<file path="src/rtl/fp16_dot_mac_pkg.sv">
// Shared fp16 definitions for the dot-product engine: FSM states, binary16
// constants, field widths and the round-and-pack helper used by both cores.
// Build option: FP16_MAC_SAT_EN (saturating output, see fp16_dot_mac.sv).
package fp16_pkg;

  localparam int EXP_W = 5;
  localparam int MAN_W = 10;

  localparam logic [15:0] POS_ZERO = 16'h0000;
  localparam logic [15:0] POS_INF  = 16'h7C00;
  localparam logic [15:0] NEG_INF  = 16'hFC00;
  localparam logic [15:0] POS_MAX  = 16'h7BFF;
  localparam logic [15:0] NEG_MAX  = 16'hFBFF;
  localparam logic [15:0] QNAN     = 16'h7E00;

  typedef enum logic [1:0] {
    S_IDLE = 2'd0,
    S_RUN  = 2'd1,
    S_WAIT = 2'd2,
    S_DONE = 2'd3
  } state_e;

  // Round-to-nearest-even on a normalised 1.m significand, then pack.
  // Exponent overflow gives signed Inf, underflow flushes to signed zero.
  function automatic logic [15:0] rnd_pack(input logic s, input logic signed [7:0] e,
                                           input logic [MAN_W-1:0] m, input logic g,
                                           input logic st);
    logic              inc;
    logic [MAN_W+1:0]  sum;
    logic [MAN_W-1:0]  mo;
    logic signed [7:0] eo;
    inc = g & (st | m[0]);
    sum = {2'b01, m} + {{(MAN_W+1){1'b0}}, inc};
    if (sum[MAN_W+1]) begin
      mo = sum[MAN_W:1];
      eo = e + 8'sd1;
    end else begin
      mo = sum[MAN_W-1:0];
      eo = e;
    end
    if (eo >= 8'sd31)     return {s, POS_INF[14:0]};
    else if (eo <= 8'sd0) return {s, 15'd0};
    else                  return {s, eo[4:0], mo};
  endfunction

endpackage

</file>
<file path="src/rtl/fp16_dot_mac_if.sv">
// Operand/result stream bundle of the fp16 dot-product engine.
interface fp16_dot_mac_if #(parameter int LEN_W = 8);
  logic             start;
  logic [LEN_W-1:0] len;
  logic             in_valid;
  logic             in_ready;
  logic [15:0]      a;
  logic [15:0]      b;
  logic             out_valid;
  logic             out_ready;
  logic [15:0]      result;
  logic             busy;

  modport master (output start, len, in_valid, a, b, out_ready,
                  input  in_ready, out_valid, result, busy);
  modport slave  (input  start, len, in_valid, a, b, out_ready,
                  output in_ready, out_valid, result, busy);
endinterface

</file>
<file path="src/rtl/fp16_dot_mac_ctrl.sv">
// Dot-product sequencer: IDLE/RUN/WAIT/DONE FSM, pipeline wait counter,
// element counter and stream handshake outputs.
module fp16_dot_ctrl import fp16_pkg::*; #(
  parameter int LEN_W   = 8,
  parameter int MUL_LAT = 1,
  parameter int ADD_LAT = 1
) (
  input  logic             clk_i,
  input  logic             rst_ni,
  input  logic             start_i,
  input  logic [LEN_W-1:0] len_i,
  input  logic             in_valid_i,
  input  logic             out_ready_i,
  output logic             in_ready_o,
  output logic             out_valid_o,
  output logic             busy_o,
  output logic             in_fire_o,
  output logic             acc_clr_o,
  output logic             acc_we_o
);
  localparam int WAIT_CYC = MUL_LAT + ADD_LAT - 1;
  localparam int WCNT_W   = $clog2(WAIT_CYC + 1) + 1;

  state_e            state_q, state_d;
  logic [LEN_W-1:0]  len_q, cnt_q;
  logic [WCNT_W-1:0] wcnt_q;
  logic              expire, last;

  assign expire = (state_q == S_WAIT) && (wcnt_q == '0);
  assign last   = ((cnt_q + LEN_W'(1)) == len_q);

  // State register
  always_ff @(posedge clk_i) begin
    if (!rst_ni) state_q <= S_IDLE;
    else         state_q <= state_d;
  end

  // Next-state logic
  always_comb begin
    state_d = state_q;
    case (state_q)
      S_IDLE:  if (start_i)     state_d = (len_i == '0) ? S_DONE : S_RUN;
      S_RUN:   if (in_valid_i)  state_d = S_WAIT;
      S_WAIT:  if (expire)      state_d = last ? S_DONE : S_RUN;
      S_DONE:  if (out_ready_i) state_d = S_IDLE;
      default:                  state_d = S_IDLE;
    endcase
  end

  // Handshake and datapath strobes decoded from the current state
  always_comb begin
    in_ready_o  = (state_q == S_RUN);
    out_valid_o = (state_q == S_DONE);
    busy_o      = (state_q != S_IDLE);
    in_fire_o   = (state_q == S_RUN) && in_valid_i;
    acc_clr_o   = (state_q == S_IDLE) && start_i;
    acc_we_o    = expire;
  end

  // Length capture, wait countdown and element count
  always_ff @(posedge clk_i) begin
    if (!rst_ni) begin
      len_q  <= '0;
      cnt_q  <= '0;
      wcnt_q <= '0;
    end else begin
      if (acc_clr_o) begin
        len_q <= len_i;
        cnt_q <= '0;
      end else if (expire) begin
        cnt_q <= cnt_q + LEN_W'(1);
      end
      if (in_fire_o)                               wcnt_q <= WCNT_W'(WAIT_CYC);
      else if ((state_q == S_WAIT) && !expire)     wcnt_q <= wcnt_q - WCNT_W'(1);
    end
  end
endmodule

</file>
<file path="src/rtl/fp16_dot_mac_fpu.sv">
// Pipelined binary16 multiplier and adder cores. Subnormal inputs are
// treated as zero and tiny results flush to zero; rounding is RNE.
module fp16multiplier import fp16_pkg::*; #(
  parameter int LAT = 1
) (
  input  logic        clk_i,
  input  logic        rst_ni,
  input  logic        vld_i,
  input  logic [15:0] a_i,
  input  logic [15:0] b_i,
  output logic        vld_o,
  output logic [15:0] p_o
);
  logic [LAT-1:0][15:0] prod_p;
  logic [LAT-1:0]       vld_p;

  function automatic logic [15:0] fp_mul(input logic [15:0] x, input logic [15:0] y);
    logic              s, xn, yn, xi, yi, xz, yz;
    logic [21:0]       pr;
    logic signed [7:0] e;
    s  = x[15] ^ y[15];
    xn = (x[14:10] == 5'h1F) && (x[9:0] != '0);
    yn = (y[14:10] == 5'h1F) && (y[9:0] != '0);
    xi = (x[14:10] == 5'h1F) && (x[9:0] == '0);
    yi = (y[14:10] == 5'h1F) && (y[9:0] == '0);
    xz = (x[14:10] == 5'h00);
    yz = (y[14:10] == 5'h00);
    pr = 22'({1'b1, x[9:0]}) * 22'({1'b1, y[9:0]});
    e  = $signed({3'b000, x[14:10]}) + $signed({3'b000, y[14:10]}) - 8'sd15;
    if (xn || yn || (xi && yz) || (yi && xz)) return QNAN;
    else if (xi || yi)                        return {s, POS_INF[14:0]};
    else if (xz || yz)                        return {s, 15'd0};
    else if (pr[21])                          return rnd_pack(s, e + 8'sd1, pr[20:11], pr[10], |pr[9:0]);
    else                                      return rnd_pack(s, e, pr[19:10], pr[9], |pr[8:0]);
  endfunction

  // Data pipeline: product computed ahead of stage 0, then shifted
  always_ff @(posedge clk_i) begin
    prod_p[0] <= fp_mul(a_i, b_i);
    for (int i = 1; i < LAT; i++) prod_p[i] <= prod_p[i-1];
  end

  // Valid pipeline, cleared by reset
  always_ff @(posedge clk_i) begin
    if (!rst_ni) vld_p <= '0;
    else begin
      vld_p[0] <= vld_i;
      for (int i = 1; i < LAT; i++) vld_p[i] <= vld_p[i-1];
    end
  end

  assign p_o   = prod_p[LAT-1];
  assign vld_o = vld_p[LAT-1];
endmodule

module fpadder import fp16_pkg::*; #(
  parameter int LAT = 1
) (
  input  logic        clk_i,
  input  logic        rst_ni,
  input  logic        vld_i,
  input  logic [15:0] x_i,
  input  logic [15:0] y_i,
  output logic        vld_o,
  output logic [15:0] s_o
);
  logic [LAT-1:0][15:0] sum_p;
  logic [LAT-1:0]       vld_p;

  function automatic logic [15:0] fp_add(input logic [15:0] x, input logic [15:0] y);
    logic              xn, yn, xi, yi, xz, yz;
    logic [15:0]       big, sml;
    logic [4:0]        ed;
    logic [13:0]       bx, al, df;
    logic [24:0]       sh;
    logic [14:0]       sm;
    logic [12:0]       nm;
    logic [3:0]        lz;
    logic              found;
    logic signed [7:0] eb;
    xn = (x[14:10] == 5'h1F) && (x[9:0] != '0);
    yn = (y[14:10] == 5'h1F) && (y[9:0] != '0);
    xi = (x[14:10] == 5'h1F) && (x[9:0] == '0);
    yi = (y[14:10] == 5'h1F) && (y[9:0] == '0);
    xz = (x[14:10] == 5'h00);
    yz = (y[14:10] == 5'h00);
    if (xn || yn || (xi && yi && (x[15] != y[15]))) return QNAN;
    if (xi) return x;
    if (yi) return y;
    if (xz && yz) return {x[15] & y[15], 15'd0};
    if (xz) return y;
    if (yz) return x;
    // Align the smaller magnitude onto the larger, keeping guard/round/sticky
    if (x[14:0] >= y[14:0]) begin big = x; sml = y; end
    else                    begin big = y; sml = x; end
    eb = $signed({3'b000, big[14:10]});
    ed = big[14:10] - sml[14:10];
    bx = {1'b1, big[9:0], 3'b000};
    sh = {1'b1, sml[9:0], 14'd0} >> ed;
    if (ed > 5'd13) al = 14'd1;
    else            al = sh[24:11] | {13'd0, |sh[10:0]};
    if (big[15] == sml[15]) begin
      sm = {1'b0, bx} + {1'b0, al};
      if (sm[14]) return rnd_pack(big[15], eb + 8'sd1, sm[13:4], sm[3], |sm[2:0]);
      else        return rnd_pack(big[15], eb, sm[12:3], sm[2], |sm[1:0]);
    end
    df = bx - al;
    if (df == '0) return POS_ZERO;
    lz    = '0;
    found = 1'b0;
    for (int i = 13; i >= 0; i--) begin
      if (!found && df[i]) begin
        lz    = 4'(13 - i);
        found = 1'b1;
      end
    end
    nm = 13'(df << lz);
    return rnd_pack(big[15], eb - $signed({4'b0000, lz}), nm[12:3], nm[2], |nm[1:0]);
  endfunction

  // Data pipeline: sum computed ahead of stage 0, then shifted
  always_ff @(posedge clk_i) begin
    sum_p[0] <= fp_add(x_i, y_i);
    for (int i = 1; i < LAT; i++) sum_p[i] <= sum_p[i-1];
  end

  // Valid pipeline, cleared by reset
  always_ff @(posedge clk_i) begin
    if (!rst_ni) vld_p <= '0;
    else begin
      vld_p[0] <= vld_i;
      for (int i = 1; i < LAT; i++) vld_p[i] <= vld_p[i-1];
    end
  end

  assign s_o   = sum_p[LAT-1];
  assign vld_o = vld_p[LAT-1];
endmodule

</file>
<file path="src/rtl/fp16_dot_mac.sv">
// fp16 dot-product engine top: sequencer, multiplier, adder, accumulator
// register and output stage. Build option FP16_MAC_SAT_EN clamps a +/-Inf
// result to +/-max finite at the output only; the accumulator is untouched.
module fp16_dot_mac import fp16_pkg::*; #(
  parameter int LEN_W   = 8,
  parameter int MUL_LAT = 1,
  parameter int ADD_LAT = 1
) (
  input  logic           CLK,
  input  logic           RESETn,
  fp16_dot_mac_if.slave  bus
);
  logic        in_fire, acc_clr, acc_we;
  logic        mul_vld, add_vld;
  logic [15:0] prod, sum;
  logic [15:0] acc_q, acc_d;

  fp16_dot_ctrl #(.LEN_W(LEN_W), .MUL_LAT(MUL_LAT), .ADD_LAT(ADD_LAT)) u_ctrl (
    .clk_i       (CLK),
    .rst_ni      (RESETn),
    .start_i     (bus.start),
    .len_i       (bus.len),
    .in_valid_i  (bus.in_valid),
    .out_ready_i (bus.out_ready),
    .in_ready_o  (bus.in_ready),
    .out_valid_o (bus.out_valid),
    .busy_o      (bus.busy),
    .in_fire_o   (in_fire),
    .acc_clr_o   (acc_clr),
    .acc_we_o    (acc_we)
  );

  fp16multiplier #(.LAT(MUL_LAT)) u_mul (
    .clk_i (CLK), .rst_ni (RESETn), .vld_i (in_fire),
    .a_i (bus.a), .b_i (bus.b), .vld_o (mul_vld), .p_o (prod)
  );

  // The accumulator is stable for the whole WAIT phase, so it feeds the adder directly
  fpadder #(.LAT(ADD_LAT)) u_add (
    .clk_i (CLK), .rst_ni (RESETn), .vld_i (mul_vld),
    .x_i (prod), .y_i (acc_q), .vld_o (add_vld), .s_o (sum)
  );

  // Accumulator next value: cleared on start, loaded when the wait expires
  always_comb begin
    acc_d = acc_q;
    if (acc_clr)              acc_d = POS_ZERO;
    else if (acc_we && add_vld) acc_d = sum;
  end

  // Accumulator register
  always_ff @(posedge CLK) begin
    if (!RESETn) acc_q <= POS_ZERO;
    else         acc_q <= acc_d;
  end

`ifdef FP16_MAC_SAT_EN
  function automatic logic [15:0] sat_f(input logic [15:0] v);
    if (v == POS_INF)      return POS_MAX;
    else if (v == NEG_INF) return NEG_MAX;
    else                   return v;
  endfunction
  assign bus.result = sat_f(acc_q);
`else
  assign bus.result = acc_q;
`endif
endmodule

</file>
<file path="src/flat_wrapper.sv">
// flat-port wrapper written by rule: the top's interface ports become plain ports
module fp16_dot_mac_flat import fp16_pkg::*;
#(
  parameter int LEN_W   = 8,
  parameter int MUL_LAT = 1,
  parameter int ADD_LAT = 1
)
  (CLK, RESETn, bus_start, bus_len, bus_in_valid, bus_a, bus_b, bus_out_ready, bus_in_ready, bus_out_valid, bus_result, bus_busy);
  fp16_dot_mac_if #(.LEN_W(LEN_W)) bus_i ();
  input  logic CLK;
  input  logic RESETn;
  input wire logic [$bits(bus_i.start)-1:0] bus_start;
  input wire logic [$bits(bus_i.len)-1:0] bus_len;
  input wire logic [$bits(bus_i.in_valid)-1:0] bus_in_valid;
  input wire logic [$bits(bus_i.a)-1:0] bus_a;
  input wire logic [$bits(bus_i.b)-1:0] bus_b;
  input wire logic [$bits(bus_i.out_ready)-1:0] bus_out_ready;
  output wire logic [$bits(bus_i.in_ready)-1:0] bus_in_ready;
  output wire logic [$bits(bus_i.out_valid)-1:0] bus_out_valid;
  output wire logic [$bits(bus_i.result)-1:0] bus_result;
  output wire logic [$bits(bus_i.busy)-1:0] bus_busy;
  assign bus_i.start = bus_start;
  assign bus_i.len = bus_len;
  assign bus_i.in_valid = bus_in_valid;
  assign bus_i.a = bus_a;
  assign bus_i.b = bus_b;
  assign bus_i.out_ready = bus_out_ready;
  assign bus_in_ready = bus_i.in_ready;
  assign bus_out_valid = bus_i.out_valid;
  assign bus_result = bus_i.result;
  assign bus_busy = bus_i.busy;
  fp16_dot_mac #(.LEN_W(LEN_W), .MUL_LAT(MUL_LAT), .ADD_LAT(ADD_LAT)) u_core (.CLK(CLK), .RESETn(RESETn), .bus(bus_i));
endmodule
</file>
<file path="config.mk">
export PLATFORM = sky130hd
export DESIGN_NAME = fp16_dot_mac_flat
export DESIGN_NICKNAME = d
export VERILOG_FILES = /design/src/rtl/fp16_dot_mac_pkg.sv /design/src/rtl/fp16_dot_mac_if.sv /design/src/rtl/fp16_dot_mac_ctrl.sv /design/src/rtl/fp16_dot_mac_fpu.sv /design/src/rtl/fp16_dot_mac.sv /design/src/flat_wrapper.sv
export SDC_FILE = /design/constraint.sdc
export NUM_CORES = 1
export LEC_CHECK = 0
export BUFFER_PORTS_ARGS = -buffer_cell sky130_fd_sc_hd__buf_2
export CORE_MARGIN = 10
export CORE_UTILIZATION = 50
export DETAILED_ROUTE_END_ITERATION = 8
export GPL_TIMING_DRIVEN = 0
export PLACE_DENSITY = 0.74
export REMOVE_ABC_BUFFERS = 1
export SYNTH_ARGS = -nofsm -noshare
export SYNTH_HDL_FRONTEND = slang
export SYNTH_HIERARCHICAL = 1
export SYNTH_SLANG_ARGS = --single-unit
</file>
<file path="constraint.sdc">
create_clock -name CLK -period 15.13 [get_ports CLK]
set_input_delay 3.026 -clock CLK [delete_from_list [all_inputs] [get_ports CLK]]
set_output_delay 3.026 -clock CLK [all_outputs]
set_load 0.02 [all_outputs]
</file>
# Yosys cells after proc, flatten, opt, wreduce, memory -nomap -nowiden
# Index checks and enable logic that the tools add are counted.
# word_totals
output_inout_bits	19
register_bits	70
word_cells	435
inputBits	45
# classes
n_eq_ne	14
n_reduce_logical	81
bitwise	14
n_mul	1
add_sub_neg	18
shift	2
n_mux	281
order_cmp	12
# op_table
cell	count
$mux W16	35
$mux W8	36
$mux W15	13
$mux W1	156
$mux W14	7
$mux W4	20
$add A11 B1 Y12	5
$mux W10	6
$ge A8 B6 Y1 const B	5
$le A8 B1 Y1 const B	5
$logic_not A10 Y1	4
$reduce_bool A10 Y1	4
$logic_and A1 B1 Y1	31
$shr A25 B5 Y25	1
$mul A11 B11 Y22	1
$eq A5 B5 Y1 const B	4
$logic_not A5 Y1	4
$add A8 B2 Y8 const B	2
$add A14 B14 Y15	1
$ge A15 B15 Y1	1
$logic_not A1 Y1	14
$logic_not A14 Y1	1
$or A14 B1 Y14	1
$shl A14 B4 Y13	1
other kinds (35)	65

# Depth between registers and ports, before layout
# logic_depth
depth_word	224
depth_mapped	53
ltp_nobuf	46

# Cells and area by module
# Netlist, hierarchy kept.
# by_module_without_submodules
mod	n_inst	cells_each	area_each_um2
fpadder	1	1056	7166.9
fp16multiplier	1	800	6386.1
fp16_dot_ctrl	1	141	1117.3
fp16_dot_mac	1	73	745.7

# Worst setup path after synthesis
# OpenSTA, ideal clock, no wires.
# synth_timing
path_type	reg-to-reg
startpoint	register u_core.acc_q[13], in the netlist u_core/bus.result[13]
endpoint	register u_core.u_add.sum_p, in the netlist u_core/u_add/s_o[8]
t_required_ps	15056
path_buffers	9
setup_ps	74
arrival_ps	10707
period_less_slack_ps	10781
slack_ps	4349
stages_incl_launch_ff	49
path_cell_list	dfxtp_1 -> inv_1 -> ha_1 -> buf_2 -> nand4_2 -> nor4_4 -> a211oi_4 -> nand2_4 -> buf_6 -> buf_2 -> clkbuf_1 -> clkbuf_1 -> nor2_1 -> a21oi_1 -> ha_1 -> clkbuf_1 -> clkbuf_1 -> clkbuf_1 -> [... 13 more ...] -> or2_2 -> o211ai_2 -> nand2_1 -> o41a_1 -> buf_6 -> a2bb2oi_1 -> ha_1 -> fa_1 -> nor4_1 -> xor2_1 -> a31oi_1 -> nor2_1 -> a21oi_1 -> nor4_1 -> a21oi_1 -> a31oi_4 -> or4b_1 -> a31oi_1
# synth_between
elab_chain_len	197
# synth_lines
element	line	rtl
start: declaration	fp16_dot_mac.sv:16	logic [15:0] acc_q, acc_d;
start signal: assignment	fp16_dot_mac.sv:53	if (!RESETn) acc_q <= POS_ZERO;
start signal: assignment	fp16_dot_mac.sv:54	else acc_q <= acc_d;
$ge A15 B15 Y1	fp16_dot_mac_fpu.sv:94	if (x[14:0] >= y[14:0]) begin big = x; sml = y; end
$mux W16 (2 in a row)	fp16_dot_mac_fpu.sv:94	
$mux W16	fp16_dot_mac_fpu.sv:92	if (yz) return x;
$mux W16	fp16_dot_mac_fpu.sv:91	if (xz) return y;
$mux W16	fp16_dot_mac_fpu.sv:90	if (xz && yz) return {x[15] & y[15], 15'd0};
$mux W16	fp16_dot_mac_fpu.sv:89	if (yi) return y;
$mux W16	fp16_dot_mac_fpu.sv:88	if (xi) return x;
$sub A5 B5 Y5	fp16_dot_mac_fpu.sv:97	ed = big[14:10] - sml[14:10];
[... 180 more ...]	-	
$mux W16	fp16_dot_mac_fpu.sv:109	lz = '0;
$mux W16	fp16_dot_mac_fpu.sv:107	df = bx - al;
$mux W16	fp16_dot_mac_fpu.sv:94	
$mux W16	fp16_dot_mac_fpu.sv:92	
$mux W16	fp16_dot_mac_fpu.sv:91	
$mux W16	fp16_dot_mac_fpu.sv:90	
$mux W16	fp16_dot_mac_fpu.sv:89	
$mux W16 *	fp16_dot_mac_fpu.sv:88	
end: declaration	fp16_dot_mac_fpu.sv:67	logic [LAT-1:0][15:0] sum_p;
# Mark *: on every way between the ends. The rest lies on a longest branch, timed or not. The select of a mux whose other input is x is not followed.
# A chain may end at the register's enable or synchronous reset.

# Worst setup path in the final report
# layout_timing
startpoint	register u_core.acc_q[10], in the netlist u_core/bus.result[10]
endpoint	register u_core.u_add.sum_p, in the netlist u_core/u_add/s_o[8]
# Same word-level chain as after synthesis.

==> results.tsv <==
metric	value	unit
die_y	196	um
routabilityCongestion	0.957	
coreArea	0.0305	mm^2
post_cts_resized	0	
finalNetCount	2301	
critical_path_peak_fanout	49	
grt_pass1_wl	76100	um
finalCriticalPeriod	13.28	ns
max_cap_violations	0	
global_route.overflow_total	0	
synth_enable_flop_cells	0	
synth-seq-cells	70	
cts_max_level	3	
worstMarginPinSlew	1.27	ns
synth_area_leader_cell	sky130_fd_sc_hd__fa_1	
ctsHoldBuffers	0	
sinks_on_the_clock_net	70	
antenna_found_initial	0	
status	finished, final reports clean	
port_buffers	63	
detailed_router_iteration_count_before_antenna_repair	8	
grtUsageMet1	31.8	%
grt_pass1_vias	15077	
mostFrequentLayoutCell	sky130_fd_sc_hd__nand2_1	
final-max-slew-violation-count	0	
seq_area_frac_synth	9.09	%
detail_route.drc_violations	0	
critical_path.reg2reg.endpoint	u_core/u_add/s_o[8]	
tritoncts.num_buffers	9	
drt_iter0_drc	1567	
timing.hold.worst.class	register to register	
netlist_top_cells_area	sky130_fd_sc_hd__fa_1, sky130_fd_sc_hd__ha_1, sky130_fd_sc_hd__dfxtp_1, sky130_fd_sc_hd__nand2_1, sky130_fd_sc_hd__inv_1	
clkLatencyLatePin	0.35	ns
slowest_stage	sky130_fd_sc_hd__ha_1	
fmax_achieved	75.3	MHz
setup_crit_end_kind	register	
timing.hold.worst_endpoint	u_core/bus.result[0]	
cts.repair_timing.setup_buffer_count	0	
synth_largest_type_area_fraction	10.8	%
hold_path.startpoint	u_core/u_add/s_o[0]	
yosys_warnings	6	
setup-violations-final	0	
yosys.cell_types.count	124	
cp_slowest_stage_delay	1.02	ns
diodes	0	
initial_core_util	50.5	%
std_cell_rows	64	
multi_input_area	0.0129	mm^2
fillCellCount	2960	
netlist_area	0.0154	mm^2
dieWidth	196	um
via_count	15579	
gr_met3_demand_resource	3.44	%
unrepaired_setup_endpoints_after_global_routing	false	
wl	46200	um
gr-usage-met2	37.7	%
layout_worst_path_cycle_share	87.8	%
cp-start-kind	register	
ios	64	
timing.setup.critical_path_class	register to register	
synth_flop_cell	sky130_fd_sc_hd__dfxtp_1	
worst_r2r_path_depth	38	
worst_r2r_startpoint	u_core/bus.result[10]	
wire_per_inst	18.8	um
regToRegSetupSlack	1.85	ns
mostFrequentLayoutCells	sky130_fd_sc_hd__nand2_1, sky130_fd_sc_hd__inv_1, sky130_fd_sc_hd__nor2_1	
areaGrowthSynthToFinish	4.38	%
post_route_cells_drive_above_1_share	9.38	%
syn_area_per_cell	7.45	um^2
floorplan.die_area	0.0383	mm^2
synthArstFlopShare	0	%
crit_arrival	13.55	ns
cts_tree	built	
register_area	0.00140	mm^2
pin_count_of_the_biggest_net_entering_global_routing	50	
cp_data_required_time	15.40	ns
place.detailed.hpwl	36700	um
cts.reportedPaths.clkPinSlew	0.07	ns
hold_path_depth	2	
tns	0	ns
hold_violations	0	
grt-busiest-layer	met2	
finalClockSkew	0.0141	ns
vias_per_cell	6.35	
worst_path_most_repeated_cell	sky130_fd_sc_hd__ha_1	
route.antenna.remaining_nets	0	
clk_path_buf_depth	2	
synthCells	2070	
cts.root.buffer_cell	sky130_fd_sc_hd__clkbuf_16	
max-slew-margin-rel	15.3	%
track_usage	23.4	%
==> logic make-up (layout without fill, tap and decap cells) <==
logic type | after synthesis | in the layout | share of synthesized area, %
simple gates | 780 | 780 | 26.3
compound gates | 578 | 578 | 26.6
buf+inv | 286 | 274 | 7.60
fa+ha+maj | 203 | 203 | 20.5
xor+xnor | 99 | 99 | 5.80
flops | 70 | 70 | 9.09
mux | 54 | 54 | 4.13
==> layout make-up <==
type / instances / area share [%]
Clock inverter: 7 / 0.358
Sequential cell: 70 / 8.71
Inverter: 194 / 4.53
Tap cell: 396 / 3.08
Clock buffer: 9 / 1.40
Timing Repair Buffer: 64 / 2.01
Multi-Input combinational cell: 1714 / 79.9
==> per-layer routing <==
layer / routed length (um) / vias up
met1: 20200 / 7404
met4: 1190 / 0
met3: 3890 / 89
li1: - / 7381
met5: 0 / -
met2: 21000 / 705
==> critical path: cells and delay by family, from the launching register on <==
family                   cells  cell delay, ns
AND/OR/NAND/NOR             11            3.46
flip-flops                   1            0.48
XOR/XNOR                     1            0.15
AO/OA/AOI/OAI               16            4.53
buffers and inverters        2            0.49
adder cells (fa/ha/maj)      5            3.04
multiplexers                 3            1.00
==> registers in the layout, summed over array words and instances (netlist names) <==
name,flops
u_core/bus.result,16
u_core/u_add/s_o,16
u_core/u_add/vld_o,1
u_core/u_ctrl/cnt_q,8
u_core/u_ctrl/len_q,8
u_core/u_ctrl/state_q,2
u_core/u_ctrl/wcnt_q,2
u_core/u_mul/p_o,16
u_core/u_mul/vld_o,1
==> per-stage QoR <==
step           instances  instance area [um^2]  hold slack (ns)  setup slack (ns)  util, %
2_1_floorplan       1978                 15000            0.406              4.68        -
3_3_place_gp        2437                 15800            0.434              2.39     51.7
3_5_place_dp        2438                 15800            0.445              2.33     51.8
4_1_cts             2454                 16100            0.454              2.26     52.7
5_1_grt             2454                 16100            0.462              1.26     52.7
6_report            2454                 16100            0.452              1.85     52.7
==> cells in the mapped netlist (28+ instances only) <==
master / number
sky130_fd_sc_hd__ha_1: 120
sky130_fd_sc_hd__a21oi_1: 137
sky130_fd_sc_hd__nor4_1: 29
sky130_fd_sc_hd__nand2_1: 229
sky130_fd_sc_hd__mux2i_1: 34
sky130_fd_sc_hd__o21ai_0: 120
sky130_fd_sc_hd__nand3_1: 81
sky130_fd_sc_hd__nor2_1: 140
sky130_fd_sc_hd__and3_1: 28
sky130_fd_sc_hd__nor3_1: 52
sky130_fd_sc_hd__fa_1: 83
sky130_fd_sc_hd__xnor2_1: 72
sky130_fd_sc_hd__inv_1: 189
sky130_fd_sc_hd__and2_1: 75
sky130_fd_sc_hd__clkbuf_1: 65
sky130_fd_sc_hd__dfxtp_1: 70
==> worst max-delay path by stage <==
| stage | slack [ns] | end | startpoint | depth (start not counted) |
|---|---|---|---|---|
| floorplan | 4.68 | u_core/u_add/s_o[8] | u_core/bus.result[10] | 39 |
| global placement | 2.39 | u_core/u_add/s_o[8] | u_core/bus.result[10] | 39 |
| detailed placement | 2.33 | u_core/u_add/s_o[8] | u_core/bus.result[10] | 39 |
| CTS | 2.26 | u_core/u_add/s_o[8] | u_core/bus.result[10] | 39 |
| global route | 1.26 | u_core/u_add/s_o[8] | u_core/bus.result[10] | 44 |
| finish | 1.85 | u_core/u_add/s_o[8] | u_core/bus.result[10] | 38 |
Power is not shown: default switching activity piles up to over one toggle a cycle in this logic, so the estimate is an artifact.
